`config.mk`:
```
export PLATFORM = sky130hd
export DESIGN_NAME = seq_gen
export DESIGN_NICKNAME = d
export VERILOG_FILES = /design/src/rtl/seq_gen_pkg.sv /design/src/rtl/seq_gen_shreg.sv /design/src/rtl/seq_gen.sv
export SDC_FILE = /design/constraint.sdc
export NUM_CORES = 1
export LEC_CHECK = 0
export CELL_PAD_IN_SITES_DETAIL_PLACEMENT = 1
export CELL_PAD_IN_SITES_GLOBAL_PLACEMENT = 1
export CORE_AREA = 2 2 102 104
export CTS_CLUSTER_SIZE = 24
export DETAILED_ROUTE_END_ITERATION = 8
export DIE_AREA = 0 0 104 106
export HOLD_SLACK_MARGIN = 0.1
export PLACE_DENSITY_LB_ADDON = 0.08
export SYNTH_ARGS = -nofsm -noshare
export SYNTH_HDL_FRONTEND = slang
export SYNTH_SLANG_ARGS = --single-unit
```
`constraint.sdc`:
```
create_clock -name clk -period 7.25 [get_ports clk]
set_input_delay 1.0875 -clock clk [delete_from_list [all_inputs] [get_ports clk]]
set_output_delay 1.0875 -clock clk [all_outputs]
set_load 0.05 [all_outputs]
```
`src/rtl/seq_gen_pkg.sv`:
```
// seq_gen_pkg: shared state encoding and default parameters for the serial
// pattern generator.
//   IDLE/SHIFT/GAP/FIN : 2-bit FSM state codes
//   DEF_*              : default parameter values used by seq_gen and its shift register
package seq_gen_pkg;
    localparam int DEF_WIDTH = 16;
    localparam int DEF_LEN_W = 5;
    localparam int DEF_CNT_W = 8;
    localparam int DEF_GAP_W = 4;

    localparam logic [1:0] IDLE  = 2'd0;
    localparam logic [1:0] SHIFT = 2'd1;
    localparam logic [1:0] GAP   = 2'd2;
    localparam logic [1:0] FIN   = 2'd3;
endpackage

```
`src/rtl/seq_gen_shreg.sv`:
```
// seq_gen_shreg: WIDTH-bit left-shift register that left-aligns a len-bit
// pattern on load so bit len-1 sits at the MSB.
//   clk, rst_n : clock, asynchronous active-low reset
//   clr        : synchronous clear (highest priority)
//   load       : load data aligned by len
//   shift      : shift left by one, zero-filling
//   data, len  : pattern word and its length in bits
//   msb        : current MSB (registered)
module seq_gen_shreg
    import seq_gen_pkg::*;
#(
    parameter int WIDTH = DEF_WIDTH,
    parameter int LEN_W = DEF_LEN_W
) (
    input  logic             clk,
    input  logic             rst_n,
    input  logic             clr,
    input  logic             load,
    input  logic             shift,
    input  logic [WIDTH-1:0] data,
    input  logic [LEN_W-1:0] len,
    output logic             msb
);
    logic [WIDTH-1:0] sr;

    // Alignment discards pattern bits above len-1, so after len shifts the
    // register is all zeros and msb reads 0 outside SHIFT without gating.
    always_ff @(posedge clk or negedge rst_n) begin
        if (!rst_n)     sr <= '0;
        else if (clr)   sr <= '0;
        else if (load)  sr <= data << (LEN_W'(WIDTH) - len);
        else if (shift) sr <= {sr[WIDTH-2:0], 1'b0};
    end

    assign msb = sr[WIDTH-1];
endmodule

```
`src/rtl/seq_gen.sv`:
```
// seq_gen: serial pattern generator, sends a pattern MSB-first reps times with
// gap idle cycles between repeats.
//   clk, rst_n      : clock, asynchronous active-low reset
//   start           : request, accepted when ready=1
//   pattern, len    : bits to send (bit len-1 first) and bits per repeat
//   reps, gap       : repeat count and idle cycles between repeats
//   abort           : synchronous cancel of an active transfer
//   ready, busy     : idle / transfer active
//   out_bit         : serial data, 0 whenever out_valid=0
//   out_valid, done : bit qualifier and one-cycle completion pulse
module seq_gen
    import seq_gen_pkg::*;
#(
    parameter int WIDTH = DEF_WIDTH,
    parameter int LEN_W = DEF_LEN_W,
    parameter int CNT_W = DEF_CNT_W,
    parameter int GAP_W = DEF_GAP_W
) (
    input  logic             clk,
    input  logic             rst_n,
    input  logic             start,
    input  logic [WIDTH-1:0] pattern,
    input  logic [LEN_W-1:0] len,
    input  logic [CNT_W-1:0] reps,
    input  logic [GAP_W-1:0] gap,
    input  logic             abort,
    output logic             ready,
    output logic             busy,
    output logic             out_bit,
    output logic             out_valid,
    output logic             done
);
    logic [1:0]       state, nxt;
    logic [LEN_W-1:0] bit_cnt, bit_n, len_q, len_c;
    logic [CNT_W-1:0] rep_cnt, rep_n;
    logic [GAP_W-1:0] gap_cnt, gap_n, gap_q;
    logic [WIDTH-1:0] pat_q;
    logic             load, shift, clr, accept;

    assign len_c  = (len > LEN_W'(WIDTH)) ? LEN_W'(WIDTH) : len;
    assign accept = (state == IDLE) && start;

    always_comb begin
        nxt   = state;
        bit_n = bit_cnt;
        rep_n = rep_cnt;
        gap_n = gap_cnt;
        load  = 1'b0;
        shift = 1'b0;
        clr   = 1'b0;
        if (state != IDLE && abort) begin
            nxt   = IDLE;
            clr   = 1'b1;
            bit_n = '0;
            rep_n = '0;
            gap_n = '0;
        end else begin
            case (state)
                IDLE: if (start) begin
                    bit_n = len_c;
                    rep_n = reps;
                    gap_n = '0;
                    nxt   = (len_c == '0 || reps == '0) ? FIN : SHIFT;
                    load  = (len_c != '0 && reps != '0);
                end
                SHIFT: begin
                    shift = 1'b1;
                    bit_n = bit_cnt - 1'b1;
                    if (bit_cnt == LEN_W'(1)) begin
                        if (rep_cnt == CNT_W'(1)) begin
                            nxt   = FIN;
                            rep_n = '0;
                        end else begin
                            rep_n = rep_cnt - 1'b1;
                            // zero gap reloads on the same edge, no bubble
                            nxt   = (gap_q != '0) ? GAP : SHIFT;
                            gap_n = gap_q;
                            load  = (gap_q == '0);
                            bit_n = (gap_q == '0) ? len_q : '0;
                        end
                    end
                end
                GAP: begin
                    gap_n = gap_cnt - 1'b1;
                    if (gap_cnt == GAP_W'(1)) begin
                        nxt   = SHIFT;
                        load  = 1'b1;
                        bit_n = len_q;
                    end
                end
                FIN: begin
                    nxt   = IDLE;
                    bit_n = '0;
                    rep_n = '0;
                    gap_n = '0;
                end
            endcase
        end
    end

    always_ff @(posedge clk or negedge rst_n) begin
        if (!rst_n) begin
            state     <= IDLE;
            bit_cnt   <= '0;
            rep_cnt   <= '0;
            gap_cnt   <= '0;
            pat_q     <= '0;
            len_q     <= '0;
            gap_q     <= '0;
            ready     <= 1'b1;
            busy      <= 1'b0;
            out_valid <= 1'b0;
            done      <= 1'b0;
        end else begin
            state     <= nxt;
            bit_cnt   <= bit_n;
            rep_cnt   <= rep_n;
            gap_cnt   <= gap_n;
            ready     <= (nxt == IDLE);
            busy      <= (nxt != IDLE);
            out_valid <= (nxt == SHIFT);
            done      <= (nxt == FIN);
            if (accept) begin
                pat_q <= pattern;
                len_q <= len_c;
                gap_q <= gap;
            end
        end
    end

    // Reload comes from the latched copy; the first load takes the live inputs.
    seq_gen_shreg #(.WIDTH(WIDTH), .LEN_W(LEN_W)) u_shreg (
        .clk   (clk),
        .rst_n (rst_n),
        .clr   (clr),
        .load  (load),
        .shift (shift),
        .data  (state == IDLE ? pattern : pat_q),
        .len   (state == IDLE ? len_c : len_q),
        .msb   (out_bit)
    );
endmodule
```
; ---- Word level (Yosys, flattened, before mapping)
; Cells that the tools add are included.
[op_classes]
n_addsub = 4
muxes = 40
eq_ne = 12
shift = 1
n_lt_le_gt_ge = 1
reduce_logical = 19
[ops]
columns = op, count
row1 = 16-bit 2-to-1 mux, 4
row2 = 5-bit 2-to-1 mux, 8
row3 = 8-bit 2-to-1 mux, 4
row4 = 8-bit one-hot mux with 3 select lines, 1
row5 = 5-bit one-hot mux with 4 select lines, 1
row6 = 4-bit 2-to-1 mux, 4
row7 = 4-bit one-hot mux with 4 select lines, 1
row8 = 16-bit by 5-bit << shifter with 16-bit output, 1
row9 = 2-bit 2-to-1 mux, 7
row10 = "3-bit != test, second input constant", 3
row11 = "8-bit by 1-bit equality test with 1-bit output, second input constant", 1
row12 = 8-bit zero test, 1
row13 = 1-bit 2-to-1 mux, 8
row14 = 2-bit one-hot mux with 4 select lines, 1
row15 = 4-bit nonzero test, 2
row16 = 8-bit nonzero test, 1
row17 = "8-bit by 1-bit subtractor with 8-bit output, second input constant", 1
row18 = "2-bit equality test, second input constant", 3
row19 = 3-bit AND reduction, 2
row20 = "5-bit by 1-bit equality test with 1-bit output, second input constant", 1
row21 = "5-bit greater-than comparator, second input constant", 1
row22 = 5-bit zero test, 1
row23 = 5-bit nonzero test, 1
row24 = "5-bit by 1-bit subtractor with 5-bit output, second input constant", 1
row25 = 13 further kinds, 18
[word_totals]
register_bits = 64
wordCells = 89
inputBits = 37
output_inout_bits = 5

; ---- Depth between registers and ports, before layout
[depth]
depth_word = 9
mapped_depth = 15
depth_no_buf = 12

; ---- Cells and area by module
; Synthesis repeated with hierarchy kept, for this count alone.
[hier_totals]
cells_unflattened = 450
area_unflattened_um2 = 4534.3
[modules_own_cells]
columns = mod, instances, area_each_um2, seq_area_each_um2, cells_per_inst
row1 = seq_gen, 1, 3020.4, 1202.4, 305
row2 = seq_gen_shreg, 1, 1514.0, 400.4, 145

; ---- Least setup slack after synthesis
; No wires, ideal clock.
[synth_path]
path_type = input-to-reg
from = input len[4]
to = register u_shreg.sr[12]
required_time_ns = 7.112
path_slack_ns = 4.029
setup_time_ns = 0.138
cell_stages = 12
arrival_ns = 3.084
path_buffers = 3
cell_sequence = nand2b_1 > buf_2 > buf_1 > nor2_1 > a21oi_1 > ha_1 > inv_1 > clkbuf_1 > mux2i_1 > mux2i_1 > mux2i_1 > o221ai_1
[synth_via]
elab_chain_len = 9
word_cells_on_any_way = 13
cone_classes = 1 x add/sub / 1 x order compare / 1 x shift / 7 x mux / 3 x reduce/logical
[synth_rtl]
columns = element, line
row1 = "start, declared", seq_gen.sv:23  ; input logic [LEN_W-1:0] len,
row2 = 5-bit greater-than comparator, seq_gen.sv:40  ; assign len_c = (len > LEN_W'(WIDTH)) ? LEN_W'(WIDTH) : len;
row3 = 5-bit 2-to-1 mux *, seq_gen.sv:40
row4 = "parallel branches: the longest is 7 deep, another holds 5-bit subtractor", --
row5 = "end signal, assigned", seq_gen_shreg.sv:31  ; else if (load) sr <= data << (LEN_W'(WIDTH) - len);
row6 = "end signal, assigned", seq_gen_shreg.sv:32  ; else if (shift) sr <= {sr[WIDTH-2:0], 1'b0};
row7 = "end, declared", seq_gen_shreg.sv:24  ; logic [WIDTH-1:0] sr;
; Mark *: on every way between the ends.
; A chain may end at the register's enable or synchronous reset.

; ---- Final worst setup path
[layout_path]
from = input len[4]
to = register u_shreg.sr[7]
; Same word-level chain as after synthesis.

==> metrics.cfg <==
[outcome]
status=finished, final reports clean

[layout]
final_common_cell=dfrtp_1
nNetsFinal=548
final_cell_area_sq_um=5090
syn2layout_area_growth_pct=15.3
drive_gt1_frac=0.129
layout_common_cells=63 x dfrtp_1, 49 x nand2_1, 40 x clkdlybuf4s50_1
fill_cells=1179
diodes=0

[timing]
fin_crit_ns=4.33
hold_violations=0
slew_headroom=0.262
setup_ws_ns=2.92
finalCritPeriodShare=0.597
max_freq_mhz=231
worstMarginPinSlew_ns=1.10
finClkSkew_ns=0.00609
slew_violations=0
setup_violations=0
rsz0062_at_grt=false
finalSetupTns_ns=0

[logic_synthesis]
synth-xor-area-share=0.0159
ys_ff_latch=64
ys_seq_area_frac=0.363
syn-num-nets=520
synth_top_family_by_area=compound AO/OA/AOI/OAI gates
ys_types=65
yosys_warnings=0
async_flop_share=1.00
netlist_instances=471
synth_edf_count=0
synth-adder-area-share=0.0340
synth_compound_area_frac=0.200
syn_area_per_cell_sq_um=9.38
synth_mux_area_frac=0.141
synth_area_sq_um=4420
ys.flop_type=dfrtp_1
yosys.area_share.simple=0.191

[worst_setup_path]
r2r_start=state[1]
critPathRequiredTime_ns=7.51
cp_max_fo=23
r2r_slack_ns=3.47
crit_arrival_ns=4.59
critPathCaptureType=flip-flop
r2r_cells=12
crit_type=input pin to flip-flop
cp-start-kind=input pin
r2r_end=u_shreg.sr[15]

[pwr]
cellPowerDensity_nw_per_um2=504
comb_power_share=0.612
seqPwrFrac=0.266
power_frac_clock=0.122
p_switching_mw=1.22
leakagePower_nw=2.07
swShare=0.476
ir_worst_vdd_v=0.000218
intPower_mw=1.34

[clock_tree]
post_cts_buffers=0
cts_htree_levels=3
clk_latency_ns=0.36
hold_buffers=0
clkSlewWorstSetupHoldPaths_ns=0.07
clkSinkCount=64
cts_buffers=9
tritoncts=yes
clockBufferDepth=2
cts_root_buffer=clkbuf_8
cts_resized=0

[drt]
first_iter_violations=134
drc=0
antenna_left=0
first_pass_iters=4
num_vias=3736
drt-wirelength-per-cell_microns=18.9
wl_microns=12100
routed_via_density=5.84

[job]
drv_cap=0

[floorplan]
die_h_microns=106
rows=37
coreArea_sq_um=10000
ios=42
die_w_microns=104
start_util=0.442
dieArea_sq_um=11000

[place]
hpwl_microns=8660
gp_congestion=0.881
dpl_cell_area_sq_um=4900
portBuffers=41
dp_slack_ns=2.57

[global_routing]
grt_antenna_before_repair=0
grt_usage=0.231
grt-ovfl-total=0
grt_pass1_wl_microns=20500
grt_max_degree=65
first_global_vias=3993

[min_path]
hold_end=u_shreg.sr[6]
min_from=u_shreg.sr[5]
hp-class=flip-flop to flip-flop
min_path_cells=2

==> critical path, cell delays in order <==
cell             delay [ns]
clkdlybuf4s50_1        0.91
nand2b_1               0.62
nor2_1                 0.08
a21oi_1                0.17
ha_1                   0.18
inv_1                  0.10
xnor2_2                0.85
mux2_2                 0.43
o221ai_1               0.16
==> worst max path at each step <==
| stage | startpoint | endpoint | cells past startpoint |
|---|---|---|---|
| floorplan | len[4] | u_shreg.sr[12] | 12 |
| global placement | len[4] | u_shreg.sr[15] | 10 |
| detailed placement | len[4] | u_shreg.sr[15] | 10 |
| CTS | len[4] | u_shreg.sr[15] | 10 |
| global route | len[4] | u_shreg.sr[15] | 10 |
| finish | len[4] | u_shreg.sr[7] | 9 |
==> power by group through the flow <==
| stage | Combinational, mW | Sequential, mW | Clock [mW] |
|---|---|---|---|
| 3_5_place_dp | 1.56 | 0.688 | 0 |
| 6_report | 1.57 | 0.683 | 0.313 |
| 3_3_place_gp | 1.53 | 0.681 | 0 |
| 5_1_grt | 1.74 | 0.712 | 0.336 |
| 2_1_floorplan | 1.21 | 0.663 | 0 |
| 4_1_cts | 1.58 | 0.681 | 0.322 |
==> cell type report <==
cell class	instances	area, sq um	share of cell area
Tap cell	136	170	0.0334
Clock inverter	4	45.0	0.00884
Multi-Input combinational cell	348	2580	0.507
Timing Repair Buffer	44	428	0.0840
Inverter	32	120	0.0236
Clock buffer	12	145	0.0285
Sequential cell	64	1600	0.315
==> synth_stat cells (12+ instances only) <==
cell type,instances,area [sq um]
dfrtp_1,63,1580
nand2_1,49,184
inv_1,32,120
mux2i_1,32,320
mux2_2,27,304
o21ai_0,25,125
nor2_1,23,86.3
nor2b_1,19,119
clkbuf_1,15,56.3
a21oi_1,14,70.1
ha_1,12,150
==> kinds of logic (layout without fill, tap and decap cells) <==
family / after synthesis / in the layout
xor+xnor: 8 / 8
simple gates: 151 / 151
buf+inv: 59 / 92
compound gates: 118 / 118
mux: 59 / 59
fa+ha+maj: 12 / 12
flops: 64 / 64
==> layer usage <==
metal / vias to the layer above / global-route usage / wire length [microns]
li1: 1794 / - / -
met2: 63 / 0.423 / 6240
met5: - / 0 / 0
met1: 1865 / 0.278 / 5360
met4: 0 / 0.0705 / 180
met3: 14 / 0.0374 / 336
==> stage by stage <==
| stage | power (mW) | util | hold slack, ns | std cells |
|---|---|---|---|---|
| floorplan | 1.87 | - | 0.455 | 471 |
| global placement | 2.21 | 0.490 | 0.466 | 624 |
| detailed placement | 2.25 | 0.490 | 0.484 | 624 |
| CTS | 2.58 | 0.510 | 0.501 | 640 |
| global route | 2.79 | 0.510 | 0.527 | 640 |
| finish | 2.57 | 0.510 | 0.489 | 640 |
==> flip-flops by register name (all words and copies together) (netlist names) <==
| register | cells |
|---|---|
| bit_cnt | 5 |
| rep_cnt | 8 |
| gap_q | 4 |
| state | 2 |
| pat_q | 16 |
| gap_cnt | 4 |
| u_shreg.sr | 16 |
| done | 1 |
| busy | 1 |
| len_q | 5 |
| out_valid | 1 |
| ready | 1 |
No activity file was read; power rests on OpenSTA's default activity.
==> RTL change (same flow settings) <==
The package constant `DEF_GAP_W` goes from 4 to 3.
--- a/src/rtl/seq_gen_pkg.sv
+++ b/src/rtl/seq_gen_pkg.sv
@@ -6,7 +6,7 @@
     localparam int DEF_WIDTH = 16;
     localparam int DEF_LEN_W = 5;
     localparam int DEF_CNT_W = 8;
-    localparam int DEF_GAP_W = 4;
+    localparam int DEF_GAP_W = 3;
 
     localparam logic [1:0] IDLE  = 2'd0;
     localparam logic [1:0] SHIFT = 2'd1;
Interface: changed (resized gap); port bits go from 42 to 41. No check against the original RTL was run, so the function may have changed too.
==> RTL change against the original RTL <==
Worst hold slack improved by 0.0090 ns; power fell by 7.7%; count of clock-buffer cells in the layout fell by 1; largest power group unchanged; maximum frequency rose by 0.14%; area after synthesis fell by 4.4%; first-iteration DRC count fell by 22%; via count fell by 2.7%; cell area fell by 4.2%; core utilization fell by 2.1 points; clock power fell by 15%; wire length fell by 1.8%; register-to-register slack got worse by 0.37 ns; worst setup slack improved by 0.0058 ns; sequential cell count fell by 2.
==> RTL change: results (changes against the original RTL) <==
status - finished clean
Post-Syn Nets - 499 (-4.0%)
cell area after placement - 4720 um^2 (-3.9%)
RePlAce Congestion - 0.839 (-4.8%)
worst stage delay on the critical path - 0.68 ns (-0.23 ns)
sequential share of the synthesized area - 0.368 (+0.00491)
WL met2 - 6.22 mm (-0.38%)
worst endpoint data arrival time - 4.61 ns (+0.02 ns)
Worst Hold Endpoint - u_shreg.sr[12]$_DFFE_PN0P_
vias in the first global route - 3889 (-2.6%)
Max clock buf depth - 2 (unchanged)
final WL - 11.9 mm (-1.8%)
share of cells above drive strength 1 - 0.130 (+0.00120)
pin count of the biggest net entering global routing - 63 (-3.1%)
Post-Route M1 WL - 5.16 mm (-3.6%)
global-route wire length before repair - 20.0 mm (-2.4%)
PortBufs - 40 (-2.4%)
DRT iter0 DRCs - 104 (-22%)
Via density - 5.86 (+0.46%)
Nets - 527 (-3.8%)
CP top delay family - simple AND/OR/NAND/NOR gates
maximum VDD drop - 195 uV (-11%)
Detail Route met3 WL - 334 um (-0.60%)
synth unique cells - 62 (-4.6%)
Post-DP HPWL - 8.60 mm (-0.69%)
Worst-path clk slew - 0.06 ns
Worst R2R End - u_shreg.sr[1]$_DFFE_PN0P_
post-layout minimum cycle time - 4.32 ns (-0.00584 ns)
overall routing resource usage - 0.227 (-0.00353)
worst hold start - u_shreg.sr[11]$_DFFE_PN0P_
ranking of synthesized cells by area - dfrtp_1 (36%), mux2_2 (7.5%), mux2i_1 (3.8%)
Slew HR - 0.358 (+0.0961)
top cells by count, synth - dfrtp_1 (61), nand2_1 (35), nor2_1 (29), mux2_2 (28), o21ai_0 (28)
worst reg2reg setup slack - 3.10 ns (-0.37 ns)
WHS - 0.498 ns (+0.00903 ns)
CP Max Fanout - 17 (-26%)
Worst R2R Path Depth - 13 (+1)
Static Leakage - 1.98 nW (-4.6%)
## RTL change: power by group
group	switching [mW]	total (mW)	internal, mW
logic	0.866	1.46	0.593
registers	0.145	0.644	0.499
clock network	0.135	0.266	0.130
## RTL change: final cells by class
| cell class | count | area (um^2) |
|---|---|---|
| sequential | 62 | 1550 |
| fill | 1169 | 5120 |
| timing repair buffer | 46 | 440 |
| clock buffer | 11 | 141 |
| clock inverter | 5 | 25.0 |
| tap | 136 | 170 |
| inverter | 17 | 63.8 |
| multi-input combinational | 343 | 2490 |
## RTL change: routing by layer
| layer | vias to the layer above | track usage |
|---|---|---|
| met2 | 56 | 0.418 |
| li1 | 1746 | - |
| met5 | - | 0 |
| met1 | 1819 | 0.267 |
| met3 | 15 | 0.0460 |
| met4 | 0 | 0.0695 |
## RTL change: how the worst max path moves through the flow
stage,from,to
floorplan,len[0],u_shreg.sr[14]$_DFFE_PN0P_
global placement,len[4],u_shreg.sr[7]$_DFFE_PN0P_
detailed placement,len[4],u_shreg.sr[1]$_DFFE_PN0P_
CTS,len[4],u_shreg.sr[1]$_DFFE_PN0P_
global route,len[4],u_shreg.sr[7]$_DFFE_PN0P_
finish,len[4],u_shreg.sr[1]$_DFFE_PN0P_
## RTL change: kinds of logic (layout without fill, tap and decap cells)
group                      after synthesis  after routing  synth area share
AOI/OAI and AO/OA                      134            134             0.238
xor gates and xnor gates                10             10            0.0207
adders and majority gates               12             12            0.0355
buffers and inverters                   46             79            0.0432
DFF                                     62             62             0.368
muxes                                   44             44             0.113
and+or+nand+nor                        143            143             0.182
## RTL change: metrics by stage
step                setup WS (ns)  cells
floorplan                    3.70    451
global placement             2.71    604
detailed placement           2.60    604
CTS                          2.95    620
global route                 2.69    620
finish                       2.93    620
